$ cat src/rtl/mult_acc_pipe.sv
// mult_acc_pipe: pipelined multiply-accumulate with optional input, product and
// output registers, per-operand dynamic signedness and a sticky overflow flag.

module mult_acc_pipe_chk #(
    parameter int ACC_WIDTH = 48
) (
    input  logic                 CLK0,
    input  logic                 RST0,
    input  logic                 CE0,
    input  logic                 OUT_VALID,
    input  logic                 OVF,
    input  logic [ACC_WIDTH-1:0] P
);
    a_reset_clears: assert property (@(posedge CLK0)
        RST0 |=> (!OUT_VALID && !OVF && (P == {ACC_WIDTH{1'b0}})));

    // A stalled edge never produces a result strobe
    a_stall_no_strobe: assert property (@(posedge CLK0)
        (!RST0 && !CE0) |=> !OUT_VALID);
endmodule

module mult_acc_pipe #(
    parameter int A_WIDTH      = 18,
    parameter int B_WIDTH      = 18,
    parameter int ACC_WIDTH    = 48,
    parameter int REG_INPUT    = 1,
    parameter int REG_PIPELINE = 1,
    parameter int REG_OUTPUT   = 1
) (
    input  logic                 CLK0,
    input  logic                 RST0,
    input  logic                 CE0,
    input  logic [A_WIDTH-1:0]   A,
    input  logic [B_WIDTH-1:0]   B,
    input  logic                 SIGNEDA,
    input  logic                 SIGNEDB,
    input  logic                 IN_VALID,
    input  logic                 ACC_EN,
    output logic [ACC_WIDTH-1:0] P,
    output logic                 OUT_VALID,
    output logic                 OVF
);
    localparam int PW = A_WIDTH + B_WIDTH;

    // Overflow of one accumulate step: two's-complement rule or carry-out
    function automatic logic add_overflow(
        input logic                 signed_mode,
        input logic [ACC_WIDTH-1:0] x,
        input logic [ACC_WIDTH-1:0] y,
        input logic [ACC_WIDTH:0]   sum
    );
        logic same_sign;
        same_sign = (x[ACC_WIDTH-1] == y[ACC_WIDTH-1]);
        return signed_mode ? (same_sign && (sum[ACC_WIDTH-1] != x[ACC_WIDTH-1]))
                           : sum[ACC_WIDTH];
    endfunction

    logic [A_WIDTH-1:0]   a_q_s;
    logic [B_WIDTH-1:0]   b_q_s;
    logic                 sa_q_s, sb_q_s, ae_q_s, v_q_s;
    logic [PW-1:0]        a_w_s, b_w_s, prod_s;
    logic [PW-1:0]        prod_m_s;
    logic                 sa_m_s, sb_m_s, ae_m_s, v_m_s;
    logic                 sign_mode_s;
    logic [ACC_WIDTH-1:0] prod_ext_s;
    logic [ACC_WIDTH:0]   sum_s;
    logic                 add_ovf_s;
    logic [ACC_WIDTH-1:0] acc_r;
    logic                 ovf_r;

    generate
        if (REG_INPUT != 0) begin : g_in_reg
            logic [A_WIDTH-1:0] a_r;
            logic [B_WIDTH-1:0] b_r;
            logic               sa_r, sb_r, ae_r, v_r;

            // Input capture of operands, signedness and mode
            always_ff @(posedge CLK0) begin
                if (RST0) begin
                    a_r  <= {A_WIDTH{1'b0}};
                    b_r  <= {B_WIDTH{1'b0}};
                    sa_r <= 1'b0;
                    sb_r <= 1'b0;
                    ae_r <= 1'b0;
                    v_r  <= 1'b0;
                end else if (CE0) begin
                    a_r  <= A;
                    b_r  <= B;
                    sa_r <= SIGNEDA;
                    sb_r <= SIGNEDB;
                    ae_r <= ACC_EN;
                    v_r  <= IN_VALID;
                end
            end

            assign a_q_s  = a_r;
            assign b_q_s  = b_r;
            assign sa_q_s = sa_r;
            assign sb_q_s = sb_r;
            assign ae_q_s = ae_r;
            assign v_q_s  = v_r;
        end else begin : g_in_comb
            assign a_q_s  = A;
            assign b_q_s  = B;
            assign sa_q_s = SIGNEDA;
            assign sb_q_s = SIGNEDB;
            assign ae_q_s = ACC_EN;
            assign v_q_s  = IN_VALID;
        end
    endgenerate

    // Operand extension to PW bits; the true product always fits PW bits, so the
    // low PW bits of a PW x PW multiply are exact for every signedness mix.
    always_comb begin
        a_w_s  = {{B_WIDTH{sa_q_s & a_q_s[A_WIDTH-1]}}, a_q_s};
        b_w_s  = {{A_WIDTH{sb_q_s & b_q_s[B_WIDTH-1]}}, b_q_s};
        prod_s = a_w_s * b_w_s;
    end

    generate
        if (REG_PIPELINE != 0) begin : g_pipe_reg
            logic [PW-1:0] prod_r;
            logic          sa_r, sb_r, ae_r, v_r;

            // Raw product register with the sample's control bits
            always_ff @(posedge CLK0) begin
                if (RST0) begin
                    prod_r <= {PW{1'b0}};
                    sa_r   <= 1'b0;
                    sb_r   <= 1'b0;
                    ae_r   <= 1'b0;
                    v_r    <= 1'b0;
                end else if (CE0) begin
                    prod_r <= prod_s;
                    sa_r   <= sa_q_s;
                    sb_r   <= sb_q_s;
                    ae_r   <= ae_q_s;
                    v_r    <= v_q_s;
                end
            end

            assign prod_m_s = prod_r;
            assign sa_m_s   = sa_r;
            assign sb_m_s   = sb_r;
            assign ae_m_s   = ae_r;
            assign v_m_s    = v_r;
        end else begin : g_pipe_comb
            assign prod_m_s = prod_s;
            assign sa_m_s   = sa_q_s;
            assign sb_m_s   = sb_q_s;
            assign ae_m_s   = ae_q_s;
            assign v_m_s    = v_q_s;
        end
    endgenerate

    assign sign_mode_s = sa_m_s | sb_m_s;

    generate
        if (ACC_WIDTH > PW) begin : g_ext
            assign prod_ext_s = {{(ACC_WIDTH-PW){sign_mode_s & prod_m_s[PW-1]}}, prod_m_s};
        end else begin : g_noext
            assign prod_ext_s = prod_m_s;
        end
    endgenerate

    // Accumulator adder and overflow detection
    always_comb begin
        sum_s     = {1'b0, acc_r} + {1'b0, prod_ext_s};
        add_ovf_s = add_overflow(sign_mode_s, acc_r, prod_ext_s, sum_s);
    end

    // Accumulator: load or add on valid samples, bubbles leave it untouched
    always_ff @(posedge CLK0) begin
        if (RST0) begin
            acc_r <= {ACC_WIDTH{1'b0}};
            ovf_r <= 1'b0;
        end else if (CE0 && v_m_s) begin
            if (ae_m_s) begin
                acc_r <= sum_s[ACC_WIDTH-1:0];
                ovf_r <= ovf_r | add_ovf_s;
            end else begin
                acc_r <= prod_ext_s;
                ovf_r <= 1'b0;
            end
        end
    end

    generate
        if (REG_OUTPUT != 0) begin : g_out_reg
            logic                 acc_vld_r;
            logic                 out_valid_r;
            logic                 ovf_o_r;
            logic [ACC_WIDTH-1:0] p_r;

            // Output stage; the strobe drops on stalled edges so no sample repeats
            always_ff @(posedge CLK0) begin
                if (RST0) begin
                    acc_vld_r   <= 1'b0;
                    out_valid_r <= 1'b0;
                    ovf_o_r     <= 1'b0;
                    p_r         <= {ACC_WIDTH{1'b0}};
                end else if (CE0) begin
                    acc_vld_r   <= v_m_s;
                    out_valid_r <= acc_vld_r;
                    ovf_o_r     <= ovf_r;
                    p_r         <= acc_r;
                end else begin
                    out_valid_r <= 1'b0;
                end
            end

            assign P         = p_r;
            assign OVF       = ovf_o_r;
            assign OUT_VALID = out_valid_r;
        end else begin : g_out_direct
            logic upd_r;

            // Strobe marking an accumulator update on the last edge
            always_ff @(posedge CLK0) begin
                if (RST0) begin
                    upd_r <= 1'b0;
                end else begin
                    upd_r <= CE0 & v_m_s;
                end
            end

            assign P         = acc_r;
            assign OVF       = ovf_r;
            assign OUT_VALID = upd_r;
        end
    endgenerate

    mult_acc_pipe_chk #(
        .ACC_WIDTH (ACC_WIDTH)
    ) u_chk (
        .CLK0      (CLK0),
        .RST0      (RST0),
        .CE0       (CE0),
        .OUT_VALID (OUT_VALID),
        .OVF       (OVF),
        .P         (P)
    );
endmodule

$ cat config.mk
export PLATFORM = sky130hd
export DESIGN_NAME = mult_acc_pipe
export DESIGN_NICKNAME = d
export VERILOG_FILES = /design/src/rtl/mult_acc_pipe.sv
export SDC_FILE = /design/constraint.sdc
export NUM_CORES = 1
export LEC_CHECK = 0
export CORE_MARGIN = 4
export CORE_UTILIZATION = 40
export DETAILED_ROUTE_END_ITERATION = 8
export PLACE_DENSITY = 0.61
export SLEW_MARGIN = 20
export SYNTH_ARGS = -nofsm -noshare
export SYNTH_HDL_FRONTEND = slang
export SYNTH_SLANG_ARGS = --single-unit
$ cat constraint.sdc
create_clock -name CLK0 -period 10.9 [get_ports CLK0]
set_input_delay 2.18 -clock CLK0 [delete_from_list [all_inputs] [get_ports CLK0]]
set_output_delay 2.18 -clock CLK0 [all_outputs]
set_load 0.01 [all_outputs]
==> key figures <==
Logic synthesis
  – Synth area leader: fa_1
  – Top cells by area, synth: fa_1 32%, dfxtp_1 16%, ha_1 8.7%
  – Post-synthesis mux area share: 5.69%
  – Largest family of logic cells by synthesized area: adder cells
  – Synthesized area per cell: 8.91 µm²
  – Synth Area in Simple Gates: 15.5%
  – Commonest cells in the netlist: 404 x inv_1, 356 x fa_1, 245 x nand2_1
  – Yosys warns: 0
  – Synth Area in Compound Gates: 10.6%
  – Post-synth EDFFs: 0
  – Share of the synthesized area in the top cell type: 31.6%
  – Post-synth top flop: dfxtp_1
  – Top-count cell post-synth: inv_1
  – Sequential share of the synthesized area: 16.0%
  – #FFs+latches synth: 180
  – Post-Synthesis Net Count: 3083
  – Netlist cell types: 84
  – Synth Area in Adders: 40.3%
  – Cells after Synth: 2528
  – Syn Std Cell Area: 0.0225 mm²
  – Asr flop ratio synth: 0%
  – Xor and xnor area share after synthesis: 2.64%

Setup path
  – CP Buf/Inv Count: 5
  – Critical Path Max Stage Delay: 870 ps
  – Top delay family on crit path: adder cells
  – Setup crit start kind: flip-flop
  – Crit-path slowest cell: dfxtp_1
  – CP cell instances: and2_1 > nand2_1 > fa_1 > inv_1 > fa_1 > inv_1 > fa_1 > inv_1 > fa_1 > fa_1 > inv_1 > fa_1 > inv_1 > ha_1 > ha_1 > o21ai_0 > a21oi_1 > nand4_1 > or3_1 > a31o_2 > a21oi_1 > and4_1 > nor3_1 > or3b_1
  – Peak fanout along the critical path: 27
  – CP Capture Type: flip-flop
  – Setup CP Type: reg2reg
  – CP dominant cell by count: fa_1
  – WP data arrival: 8270 ps
  – Required time worst endpoint: 11260 ps

STA
  – Final period utilization: 72.6%
  – Final Hold Violating Endpoints: 0
  – Slew @ Worst Pin: 959 ps
  – RSZ-0062 raised after global routing: false
  – Setup TNS Final: 0 ps
  – Final Setup Violations: 0
  – Fmax: 0.126 GHz
  – Final Max Slew Viols: 0
  – Clk_skew: 13.5 ps
  – Min Tclk post-route: 7910 ps
  – Max-slew headroom: 36.1%

GRT
  – All-Layer GR Usage: 18.8%
  – Largest net degree at the start of global routing: 78
  – Vias in the first global route: 18005
  – Initial antenna violation count: 0
  – Wire length of the first global-routing pass: 91800 µm
  – Overflow after GRT: 0

Power and ir drop
  – Psw: 0.000704 W
  – Leak Pwr: 11.9 nW
  – P_int: 0.00128 W
  – Combinational cell fraction of total power: 29.5%
  – Clock Power Share: 32.7%
  – PwrDens: 80.8 mW/mm²
  – Power consumption: 0.00199 W
  – Sw Ratio: 35.4%
  – Sequential share of power: 37.8%
  – VDD IR-drop max: 127 µV

Layout
  – Area Overhead vs Synth: 9.18%
  – Layout cells sized above 1: 3.90%
  – Final std cells w/o fill: 3284
  – Fillcell total: 5447
  – ANT cells: 0
  – # nets final: 3078

Detailed routing
  – Final ANT Viol Nets: 0
  – First-pass DRT Iterations: 5
  – DR vias: 16920
  – DR vias/cell: 5.15
  – Routed met2 length: 26300 µm
  – Drt drc: 0
  – Initial drt markers: 947
  – Met3 WL: 2410 µm
  – Final wirelength: 54400 µm
  – WL per Instance: 16.6 µm
  – Uppermost layer routed: met4
  – M1 wire length: 24200 µm

Floorplan
  – Die area: 0.0602 mm²
  – FP Rows: 86
  – Die Height: 245 µm
  – Ports: 93
  – Area of the core: 0.0554 mm²
  – Initial core utilization: 40.7%
  – Die width: 245 µm

Clock network
  – CTS buffer count: 17
  – Post-CTS Resized: 0
  – Worst-path clk slew: 80 ps
  – CTS tree: built
  – Root Driver: clkbuf_16
  – Post-CTS Setup Inserts: 0
  – Hold Buf Count CTS: 0
  – Total clock sinks: 180
  – Clock latency on the worst-skew pair: 480 ps
  – H-tree Lvls: 4
  – Longest Clk Path Bufs: 2

Placed design
  – # port buffers: 92
  – RD Place Congestion: 0.902
  – Placed cells: 3252
  – DP Wirelength: 42700 µm

Job
  – Max Cap Viol: 0

Status
  – Status: completed

Worst hold path
  – Worst Hold Class: reg2reg
sequential cells by signal, indices dropped and copies added (netlist names), 18 cells and up:
name	flops
a_q_s	18
P	48
b_q_s	18
acc_r	48
g_pipe_reg.prod_r	36
area by class of cell:
| class | instances | area [µm²] | share of cell area (%) |
|---|---|---|---|
| clock buffers | 18 | 429 | 1.75 |
| multi-input cells | 1807 | 16900 | 68.5 |
| clock inverters | 14 | 171 | 0.697 |
| inverters | 404 | 1520 | 6.17 |
| flip-flops and latches | 180 | 3600 | 14.7 |
| repair buffers | 113 | 1080 | 4.40 |
| well taps | 748 | 936 | 3.81 |
tightest hold or removal path: stages, from the launching register on:
cell	delay, ps
dfxtp_1	320
a21oi_1	60
nor2_1	70
routing by layer:
| metal | global-route usage [%] | up-vias |
|---|---|---|
| met5 | 0 | - |
| met4 | 6.11 | 0 |
| met3 | 3.40 | 91 |
| met2 | 31.4 | 346 |
| met1 | 24.7 | 8455 |
| li1 | - | 8028 |
final timing paths:
| path | start | to | slack (ps) | cells past startpoint |
|---|---|---|---|---|
| max | a_q_s[17] | g_pipe_reg.prod_r[35] | 2990 | 24 |
| min | g_out_reg.acc_vld_r | g_out_reg.acc_vld_r | 490 | 2 |
| max reg2reg | a_q_s[17] | g_pipe_reg.prod_r[35] | 2990 | 24 |
| min reg2reg | g_out_reg.acc_vld_r | g_out_reg.acc_vld_r | 490 | 2 |
cells by family (layout without fill, tap and decap cells):
kind of cell	after synthesis	in the layout
buf+inv	541	549
fa+ha+maj	512	512
flops	180	180
compound gates	363	363
xor+xnor	68	68
mux	128	128
simple gates	736	736
stage by stage:
step / area [µm²] / hold WS (ps) / utilization [%] / setup slack (ps)
final: 24600 / 493 / 44.4 / 2990
after global routing: 24600 / 517 / 44.4 / 2430
after CTS: 24600 / 500 / 44.4 / 3020
after global placement: 24000 / 474 / 43.3 / 3320
after detailed placement: 24000 / 483 / 43.3 / 3030
after floorplan: 22500 / 453 / - / 4010
cells in the final DEF, fill, tap and decap left out, types with 8 or more instances in the layout:
cell type,count
a211oi_1,27
a21o_1,27
a21oi_1,115
a31oi_1,25
and2_1,157
and3_1,20
buf_4,21
clkbuf_16,17
clkdlybuf4s50_1,90
dfxtp_1,179
fa_1,356
ha_1,156
inv_1,404
mux2i_1,127
nand2_1,245
nand3_1,19
nor2_1,205
nor2b_1,12
nor3_1,19
o211ai_1,9
o21a_1,19
o21ai_0,64
or2_2,8
or3_1,10
xnor2_1,45
xor2_1,23
power groups by stage:
stage	Sequential [W]	Combinational [W]	Clock, W
2_1_floorplan	0.000719	0.000460	0
3_3_place_gp	0.000765	0.000577	0
3_5_place_dp	0.000767	0.000586	0
4_1_cts	0.000752	0.000593	0.000668
5_1_grt	0.000758	0.000664	0.000699
6_report	0.000752	0.000586	0.000650
(Power assumes the default switching activity.)
